**src/rtl/core_id_alu_dec.sv**
```systemverilog
// core_id_alu_dec: RV32I decode stage feeding the ID/EX register of the EX-stage ALU.
// Optional macro CORE_ID_SKID_EN adds a one-entry skid buffer with a registered in_ready.
`default_nettype none

module core_id_alu_dec #(
    parameter int XLEN  = 32,
    parameter int ALU_W = 17
) (
    input  logic              clk,
    input  logic              rst,
    input  logic              flush,
    input  logic              in_valid,
    output logic              in_ready,
    input  logic [31:0]       in_instr,
    input  logic [XLEN-1:0]   in_pc,
    output logic              out_valid,
    input  logic              out_ready,
    output logic [ALU_W-1:0]  out_alu_inst_bus,
    output logic [XLEN-1:0]   out_pc,
    output logic [XLEN-1:0]   out_imm,
    output logic [4:0]        out_rs1_addr,
    output logic [4:0]        out_rs2_addr,
    output logic [4:0]        out_rd_addr,
    output logic              out_rd_wen,
    output logic              out_illegal
);

    localparam int c_ADD     = 0;
    localparam int c_SUB     = 1;
    localparam int c_CMP     = 2;
    localparam int c_CMP_U   = 3;
    localparam int c_SLL     = 4;
    localparam int c_SRL     = 5;
    localparam int c_SRA     = 6;
    localparam int c_OR      = 7;
    localparam int c_AND     = 8;
    localparam int c_XOR     = 9;
    localparam int c_OP1_PC  = 10;
    localparam int c_OP2_IMM = 11;
    localparam int c_RS2_LSB = 12;

    localparam logic [6:0] c_OPC_LUI    = 7'b0110111;
    localparam logic [6:0] c_OPC_AUIPC  = 7'b0010111;
    localparam logic [6:0] c_OPC_JAL    = 7'b1101111;
    localparam logic [6:0] c_OPC_JALR   = 7'b1100111;
    localparam logic [6:0] c_OPC_BRANCH = 7'b1100011;
    localparam logic [6:0] c_OPC_LOAD   = 7'b0000011;
    localparam logic [6:0] c_OPC_STORE  = 7'b0100011;
    localparam logic [6:0] c_OPC_OPIMM  = 7'b0010011;
    localparam logic [6:0] c_OPC_OP     = 7'b0110011;

    typedef struct packed {
        logic [ALU_W-1:0] bus;
        logic [XLEN-1:0]  pc;
        logic [XLEN-1:0]  imm;
        logic [4:0]       rs1;
        logic [4:0]       rs2;
        logic [4:0]       rd;
        logic             rd_wen;
        logic             illegal;
    } dec_t;

    logic [6:0]  w_opc;
    logic [2:0]  w_f3;
    logic [6:0]  w_f7;
    logic [31:0] w_imm_i;
    logic [31:0] w_imm_s;
    logic [31:0] w_imm_b;
    logic [31:0] w_imm_u;
    logic [31:0] w_imm_j;
    logic [31:0] w_imm32;
    logic        w_f7_ok;
    dec_t        w_dec;
    logic        w_accept;

    assign w_opc = in_instr[6:0];
    assign w_f3  = in_instr[14:12];
    assign w_f7  = in_instr[31:25];

    assign w_imm_i = {{20{in_instr[31]}}, in_instr[31:20]};
    assign w_imm_s = {{20{in_instr[31]}}, in_instr[31:25], in_instr[11:7]};
    assign w_imm_b = {{19{in_instr[31]}}, in_instr[31], in_instr[7], in_instr[30:25], in_instr[11:8], 1'b0};
    assign w_imm_u = {in_instr[31:12], 12'b0};
    assign w_imm_j = {{11{in_instr[31]}}, in_instr[31], in_instr[19:12], in_instr[20], in_instr[30:21], 1'b0};

    // Register-register ops: funct7 must be zero, except 0100000 for SUB and SRA.
    assign w_f7_ok = (w_f7 == 7'b0000000) ||
                     ((w_f7 == 7'b0100000) && ((w_f3 == 3'b000) || (w_f3 == 3'b101)));

    always_comb begin
        w_dec         = '0;
        w_imm32       = '0;
        w_dec.pc      = in_pc;
        w_dec.rs1     = in_instr[19:15];
        w_dec.rs2     = in_instr[24:20];
        w_dec.rd      = in_instr[11:7];
        w_dec.rd_wen  = 1'b0;
        w_dec.illegal = 1'b0;
        case (w_opc)
            c_OPC_LUI: begin
                w_dec.bus[c_ADD]     = 1'b1;
                w_dec.bus[c_OP2_IMM] = 1'b1;
                w_dec.rs1            = 5'd0;
                w_imm32              = w_imm_u;
                w_dec.rd_wen         = 1'b1;
            end
            c_OPC_AUIPC: begin
                w_dec.bus[c_ADD]     = 1'b1;
                w_dec.bus[c_OP1_PC]  = 1'b1;
                w_dec.bus[c_OP2_IMM] = 1'b1;
                w_imm32              = w_imm_u;
                w_dec.rd_wen         = 1'b1;
            end
            // Jumps: EX forms the link address pc+4; the target uses the immediate elsewhere.
            c_OPC_JAL: begin
                w_dec.bus[c_ADD]    = 1'b1;
                w_dec.bus[c_OP1_PC] = 1'b1;
                w_imm32             = w_imm_j;
                w_dec.rd_wen        = 1'b1;
            end
            c_OPC_JALR: begin
                w_dec.bus[c_ADD]    = 1'b1;
                w_dec.bus[c_OP1_PC] = 1'b1;
                w_imm32             = w_imm_i;
                w_dec.rd_wen        = 1'b1;
            end
            c_OPC_BRANCH: begin
                w_imm32 = w_imm_b;
                case (w_f3)
                    3'b000, 3'b001: w_dec.bus[c_SUB]   = 1'b1;
                    3'b100, 3'b101: w_dec.bus[c_CMP]   = 1'b1;
                    3'b110, 3'b111: w_dec.bus[c_CMP_U] = 1'b1;
                    default:        w_dec.illegal      = 1'b1;
                endcase
            end
            c_OPC_LOAD: begin
                w_dec.bus[c_ADD]     = 1'b1;
                w_dec.bus[c_OP2_IMM] = 1'b1;
                w_imm32              = w_imm_i;
                w_dec.rd_wen         = 1'b1;
            end
            c_OPC_STORE: begin
                w_dec.bus[c_ADD]     = 1'b1;
                w_dec.bus[c_OP2_IMM] = 1'b1;
                w_imm32              = w_imm_s;
            end
            c_OPC_OPIMM: begin
                w_dec.bus[c_OP2_IMM] = 1'b1;
                w_imm32              = w_imm_i;
                w_dec.rd_wen         = 1'b1;
                case (w_f3)
                    3'b000: w_dec.bus[c_ADD]   = 1'b1;
                    3'b010: w_dec.bus[c_CMP]   = 1'b1;
                    3'b011: w_dec.bus[c_CMP_U] = 1'b1;
                    3'b100: w_dec.bus[c_XOR]   = 1'b1;
                    3'b110: w_dec.bus[c_OR]    = 1'b1;
                    3'b111: w_dec.bus[c_AND]   = 1'b1;
                    3'b001: begin
                        w_dec.illegal                     = in_instr[25];
                        w_dec.bus[c_SLL]                  = 1'b1;
                        w_dec.bus[c_RS2_LSB +: 5]         = in_instr[24:20];
                    end
                    default: begin
                        w_dec.illegal                     = in_instr[25];
                        w_dec.bus[c_SRA]                  = in_instr[30];
                        w_dec.bus[c_SRL]                  = ~in_instr[30];
                        w_dec.bus[c_RS2_LSB +: 5]         = in_instr[24:20];
                    end
                endcase
            end
            c_OPC_OP: begin
                w_dec.rd_wen  = 1'b1;
                w_dec.illegal = ~w_f7_ok;
                case (w_f3)
                    3'b000: begin
                        w_dec.bus[c_SUB] = in_instr[30];
                        w_dec.bus[c_ADD] = ~in_instr[30];
                    end
                    3'b001: w_dec.bus[c_SLL]   = 1'b1;
                    3'b010: w_dec.bus[c_CMP]   = 1'b1;
                    3'b011: w_dec.bus[c_CMP_U] = 1'b1;
                    3'b100: w_dec.bus[c_XOR]   = 1'b1;
                    3'b101: begin
                        w_dec.bus[c_SRA] = in_instr[30];
                        w_dec.bus[c_SRL] = ~in_instr[30];
                    end
                    3'b110: w_dec.bus[c_OR]    = 1'b1;
                    default: w_dec.bus[c_AND]  = 1'b1;
                endcase
            end
            default: w_dec.illegal = 1'b1;
        endcase
        if (w_dec.illegal) begin
            w_dec.bus    = '0;
            w_imm32      = '0;
            w_dec.rd_wen = 1'b0;
        end
        if (w_dec.rd == 5'd0) begin
            w_dec.rd_wen = 1'b0;
        end
        w_dec.imm = XLEN'($signed(w_imm32));
    end

    dec_t r_out;
    logic r_valid;

    assign w_accept = in_valid & in_ready & ~flush;

`ifdef CORE_ID_SKID_EN
    dec_t r_skid;
    logic r_skid_valid;

    // in_ready depends only on skid occupancy, so out_ready never reaches fetch combinationally.
    assign in_ready = ~r_skid_valid;

    always_ff @(posedge clk or posedge rst) begin
        if (rst) begin
            r_valid      <= 1'b0;
            r_out        <= '0;
            r_skid_valid <= 1'b0;
            r_skid       <= '0;
        end else if (flush) begin
            r_valid      <= 1'b0;
            r_skid_valid <= 1'b0;
        end else if (!r_valid || out_ready) begin
            if (r_skid_valid) begin
                r_out        <= r_skid;
                r_valid      <= 1'b1;
                r_skid_valid <= 1'b0;
            end else if (w_accept) begin
                r_out   <= w_dec;
                r_valid <= 1'b1;
            end else begin
                r_valid <= 1'b0;
            end
        end else if (w_accept) begin
            r_skid       <= w_dec;
            r_skid_valid <= 1'b1;
        end
    end
`else
    assign in_ready = ~r_valid | out_ready;

    always_ff @(posedge clk or posedge rst) begin
        if (rst) begin
            r_valid <= 1'b0;
            r_out   <= '0;
        end else if (flush) begin
            r_valid <= 1'b0;
        end else if (w_accept) begin
            r_out   <= w_dec;
            r_valid <= 1'b1;
        end else if (out_ready) begin
            r_valid <= 1'b0;
        end
    end
`endif

    assign out_valid        = r_valid;
    assign out_alu_inst_bus = r_out.bus;
    assign out_pc           = r_out.pc;
    assign out_imm          = r_out.imm;
    assign out_rs1_addr     = r_out.rs1;
    assign out_rs2_addr     = r_out.rs2;
    assign out_rd_addr      = r_out.rd;
    assign out_rd_wen       = r_out.rd_wen;
    assign out_illegal      = r_out.illegal;

endmodule

`default_nettype wire

```
**config.mk**
```make
export PLATFORM = sky130hd
export DESIGN_NAME = core_id_alu_dec
export DESIGN_NICKNAME = d
export VERILOG_FILES = /design/src/rtl/core_id_alu_dec.sv
export SDC_FILE = /design/constraint.sdc
export NUM_CORES = 1
export LEC_CHECK = 0
export ABC_AREA = 1
export CORE_ASPECT_RATIO = 1.25
export CORE_MARGIN = 2
export CORE_UTILIZATION = 49
export CTS_CLUSTER_DIAMETER = 60
export CTS_CLUSTER_SIZE = 16
export DETAILED_ROUTE_END_ITERATION = 8
export HOLD_SLACK_MARGIN = 0.15
export PLACE_DENSITY = 0.95
export SLEW_MARGIN = 5
export SYNTH_ARGS = -nofsm -noshare
export SYNTH_HDL_FRONTEND = slang
export SYNTH_SLANG_ARGS = --single-unit
```
**constraint.sdc**
```tcl
create_clock -name clk -period 6.1 [get_ports clk]
set_clock_uncertainty 0.2 [all_clocks]
set_input_delay 1.83 -clock clk [delete_from_list [all_inputs] [get_ports clk]]
set_output_delay 1.83 -clock clk [all_outputs]
set_load 0.03 [all_outputs]
```
==> metrics.md <==
| Metric | Value |
|---|---|
| Status | finished, final reports clean |
| Max Cap Viol | 0 |
| Max Clock Freq | 0.192 GHz |
| Layout cell share with drive strength beyond 1 | 0.0928 |
| Syn Nets | 661 |
| Mapped cell area | 0.00475 mm^2 |
| Final Max Slew Viols | 0 |
| # clock sinks | 99 |
| Die H | 114 um |
| Worst Path Arrival | 3.18 ns |
| Fill cells | 714 |
| Crit Path Max Fanout | 2 |
| Area fraction of the dominant cell type after synthesis | 0.521 |
| Hold buffer count at CTS | 0 |
| Lkg Pwr | 3.33 nW |
| Setup bufs post-CTS | 0 |
| First-pass GRT wire length | 22.2 mm |
| Startpoint Class | input port |
| Crit end category | output port |
| Worst path cell trace | clkdlybuf4s50_1 > nor2_1 > inv_1 > clkdlybuf4s50_1 |
| Slowest stage delay, CP | 0.61 ns |
| Grt total ovfl | 0 |
| Crit-path leading delay family | buffers and inverters |
| Sequential cell area | 0.00248 mm^2 |
| Initial antenna violation count | 0 |
| Syn. warnings | 0 |
| Worst EP required | 4.07 ns |
| N_diodes | 0 |
| Slew @ Worst Pin | 0.812 ns |
| GRT Resource Usage Total | 0.268 |
| Sequential area share after synthesis | 0.521 |
| Fin nets | 818 |
| Syn_area_per_cell | 8.03 um^2 |
| Pin count of the biggest net entering global routing | 69 |
| Critical Path Start | out_ready |
| Max rail drop VDD | 176 uV |
| Final Hold Vio Count | 0 |
| Worst-skew pair later-pin latency | 0.35 ns |
| # resized after CTS | 0 |
| DR vias | 4,664 |
| Initial Util | 0.500 |
| CTS Buf Count | 9 |
| Clock buffer depth | 2 |
| Syn Inst Count | 592 |
| DRC Markers | 0 |
| R2R Path Start | out_valid |
| Synth top area cells | dfrtp_1 52%, nand2_1 22%, nand3_1 4.4% |
| Chip Width | 92.1 um |
| Placer congestion estimate | 0.911 |
| Tightest Hold Check Type | reg -> reg |
| Vias in the first global route | 4,565 |
| IO Port Bufs | 168 |
| CTS HTree Levels | 3 |
| R2R Setup Slk | 3.73 ns |
| Cell Pwr Density | 263 mW/mm^2 |
| RSZ-0062 raised after global routing | false |
| Site Rows | 40 |
| Via density | 5.30 |
| Wirelength per Cell | 15.8 um |
| Synth Register Bits | 99 |
| DP HPWL | 9.86 mm |
| Detailed Route WL | 13.9 mm |
| Die footprint | 0.0105 mm^2 |
| Min Tclk post-route | 5.21 ns |
| Area added between synthesis and finish | 44.1% |
| Relative slew slack | 0.459 |
| Slowest cell on the critical path | clkdlybuf4s50_1 |
| Drt first pass iters | 6 |
| Yosys top cell by area | dfrtp_1 |
| Final period utilization | 0.854 |
| Core area | 0.00951 mm^2 |
| End-of-flow core utilization | 0.721 |
| Worst-path clk slew | 0.07 ns |
| Root buffer cell | clkbuf_16 |
| Initial DRC Count | 356 |
| Synth unique cells | 32 |
| Final setup vio count | 0 |
| Multi-input gate area | 0.00205 mm^2 |
| I/O pin count | 169 |
| WP buf/inv | 3 |
| Crit path top cell by count | clkdlybuf4s50_1 |
| Final TNS setup | 0 ns |
| TritonCTS clock tree | yes |
| Hold path start | out_rs2_addr[0] |
| Detail Route Antenna Nets | 0 |
| Crit path kind | in -> out |
-- layer usage --
layer / GRT usage / wire [um] / part of all wire
met5: 0 / 0 / 0
met4: 0.122 / 489 / 0.035
met3: 0.0494 / 830 / 0.060
met2: 0.477 / 7150 / 0.52
met1: 0.316 / 5390 / 0.39
-- metrics by stage --
| stage | hold slack (ns) | worst slack, ns | area [um^2] | std cells | total power [mW] |
|---|---|---|---|---|---|
| after global placement | 0.252 | 0.950 | 6480 | 864 | 1.10 |
| final | 0.271 | 0.893 | 6850 | 880 | 1.80 |
| after floorplan | 0.452 | 1.48 | 4750 | 592 | 0.928 |
| after global routing | 0.295 | 0.858 | 6850 | 880 | 1.86 |
| after detailed placement | 0.258 | 0.901 | 6480 | 864 | 1.11 |
| after CTS | 0.275 | 0.893 | 6850 | 880 | 1.81 |
-- Yosys cell counts, drive strengths merged --
library cell / number
nor3: 3
and2: 1
nand3: 46
clkbuf: 11
nand4: 14
o21a: 1
o21ai: 39
nor2: 38
a22oi: 1
inv: 24
nand2: 293
o31ai: 2
nor4: 1
a21oi: 5
buf: 14
dfrtp: 99
-- power by group --
group | leakage, nW | internal [mW] | switching (mW) | total (mW)
combinational | 1.84 | 0.148 | 0.216 | 0.364
sequential | 1.30 | 0.704 | 0.0270 | 0.731
clock | 0.183 | 0.454 | 0.251 | 0.706
total | 3.33 | 1.31 | 0.495 | 1.80
-- worst min-delay path, stage by stage, from the launching register on --
cell,delay (ns)
dfrtp_1,0.35
nand2_1,0.05
nand2_1,0.04
-- kinds of logic (layout without fill, tap and decap cells) --
logic type | count (synthesis) | after routing | share of synthesized area
compound gates | 48 | 48 | 0.0708
flops | 99 | 99 | 0.521
buf+inv | 49 | 211 | 0.0495
simple gates | 396 | 396 | 0.359
-- path summary, 6_finish.rpt --
| kind | endpoint | cells past startpoint |
|---|---|---|
| hold / removal | out_rs2_addr[0] | 2 |
| max in group asynchronous | out_rs1_addr[0] | 3 |
| hold reg to reg | out_rs2_addr[0] | 2 |
| setup / recovery | in_ready | 4 |
| setup reg to reg | out_imm[19] | 6 |
| min in group asynchronous | out_pc[16] | 2 |
-- layout by cell type (no fill, tap or decap), types with 2 or more instances in the layout --
cell type,count
inv_2,7
nand4_1,14
clkbuf_16,9
nor2_2,2
dfrtp_1,99
nand2_2,10
nand3_2,3
nor2_4,2
nor2_1,32
o21ai_2,19
o21ai_1,7
nor3_1,2
o31ai_1,2
nand2_1,282
clkdlybuf4s50_1,168
a21oi_1,3
buf_4,3
nor2_8,2
bufinv_16,4
nand3_1,42
o21ai_0,13
inv_1,16
-- final cells by class --
| class | instances | area share |
|---|---|---|
| Clock inverter | 6 | 0.0195 |
| Sequential cell | 99 | 0.362 |
| Timing Repair Buffer | 171 | 0.249 |
| Multi-Input combinational cell | 444 | 0.299 |
| Inverter | 24 | 0.0135 |
| Tap cell | 126 | 0.0230 |
| Clock buffer | 10 | 0.0349 |
-- registers in the layout (all words and copies together), names as in the netlist --
name              cells
out_pc               32
out_rd_addr           5
out_valid             1
out_rs1_addr          5
out_illegal           1
out_rs2_addr          5
out_rd_wen            1
out_alu_inst_bus     17
out_imm              32
Note: power is estimated with default switching activity, not from simulation.
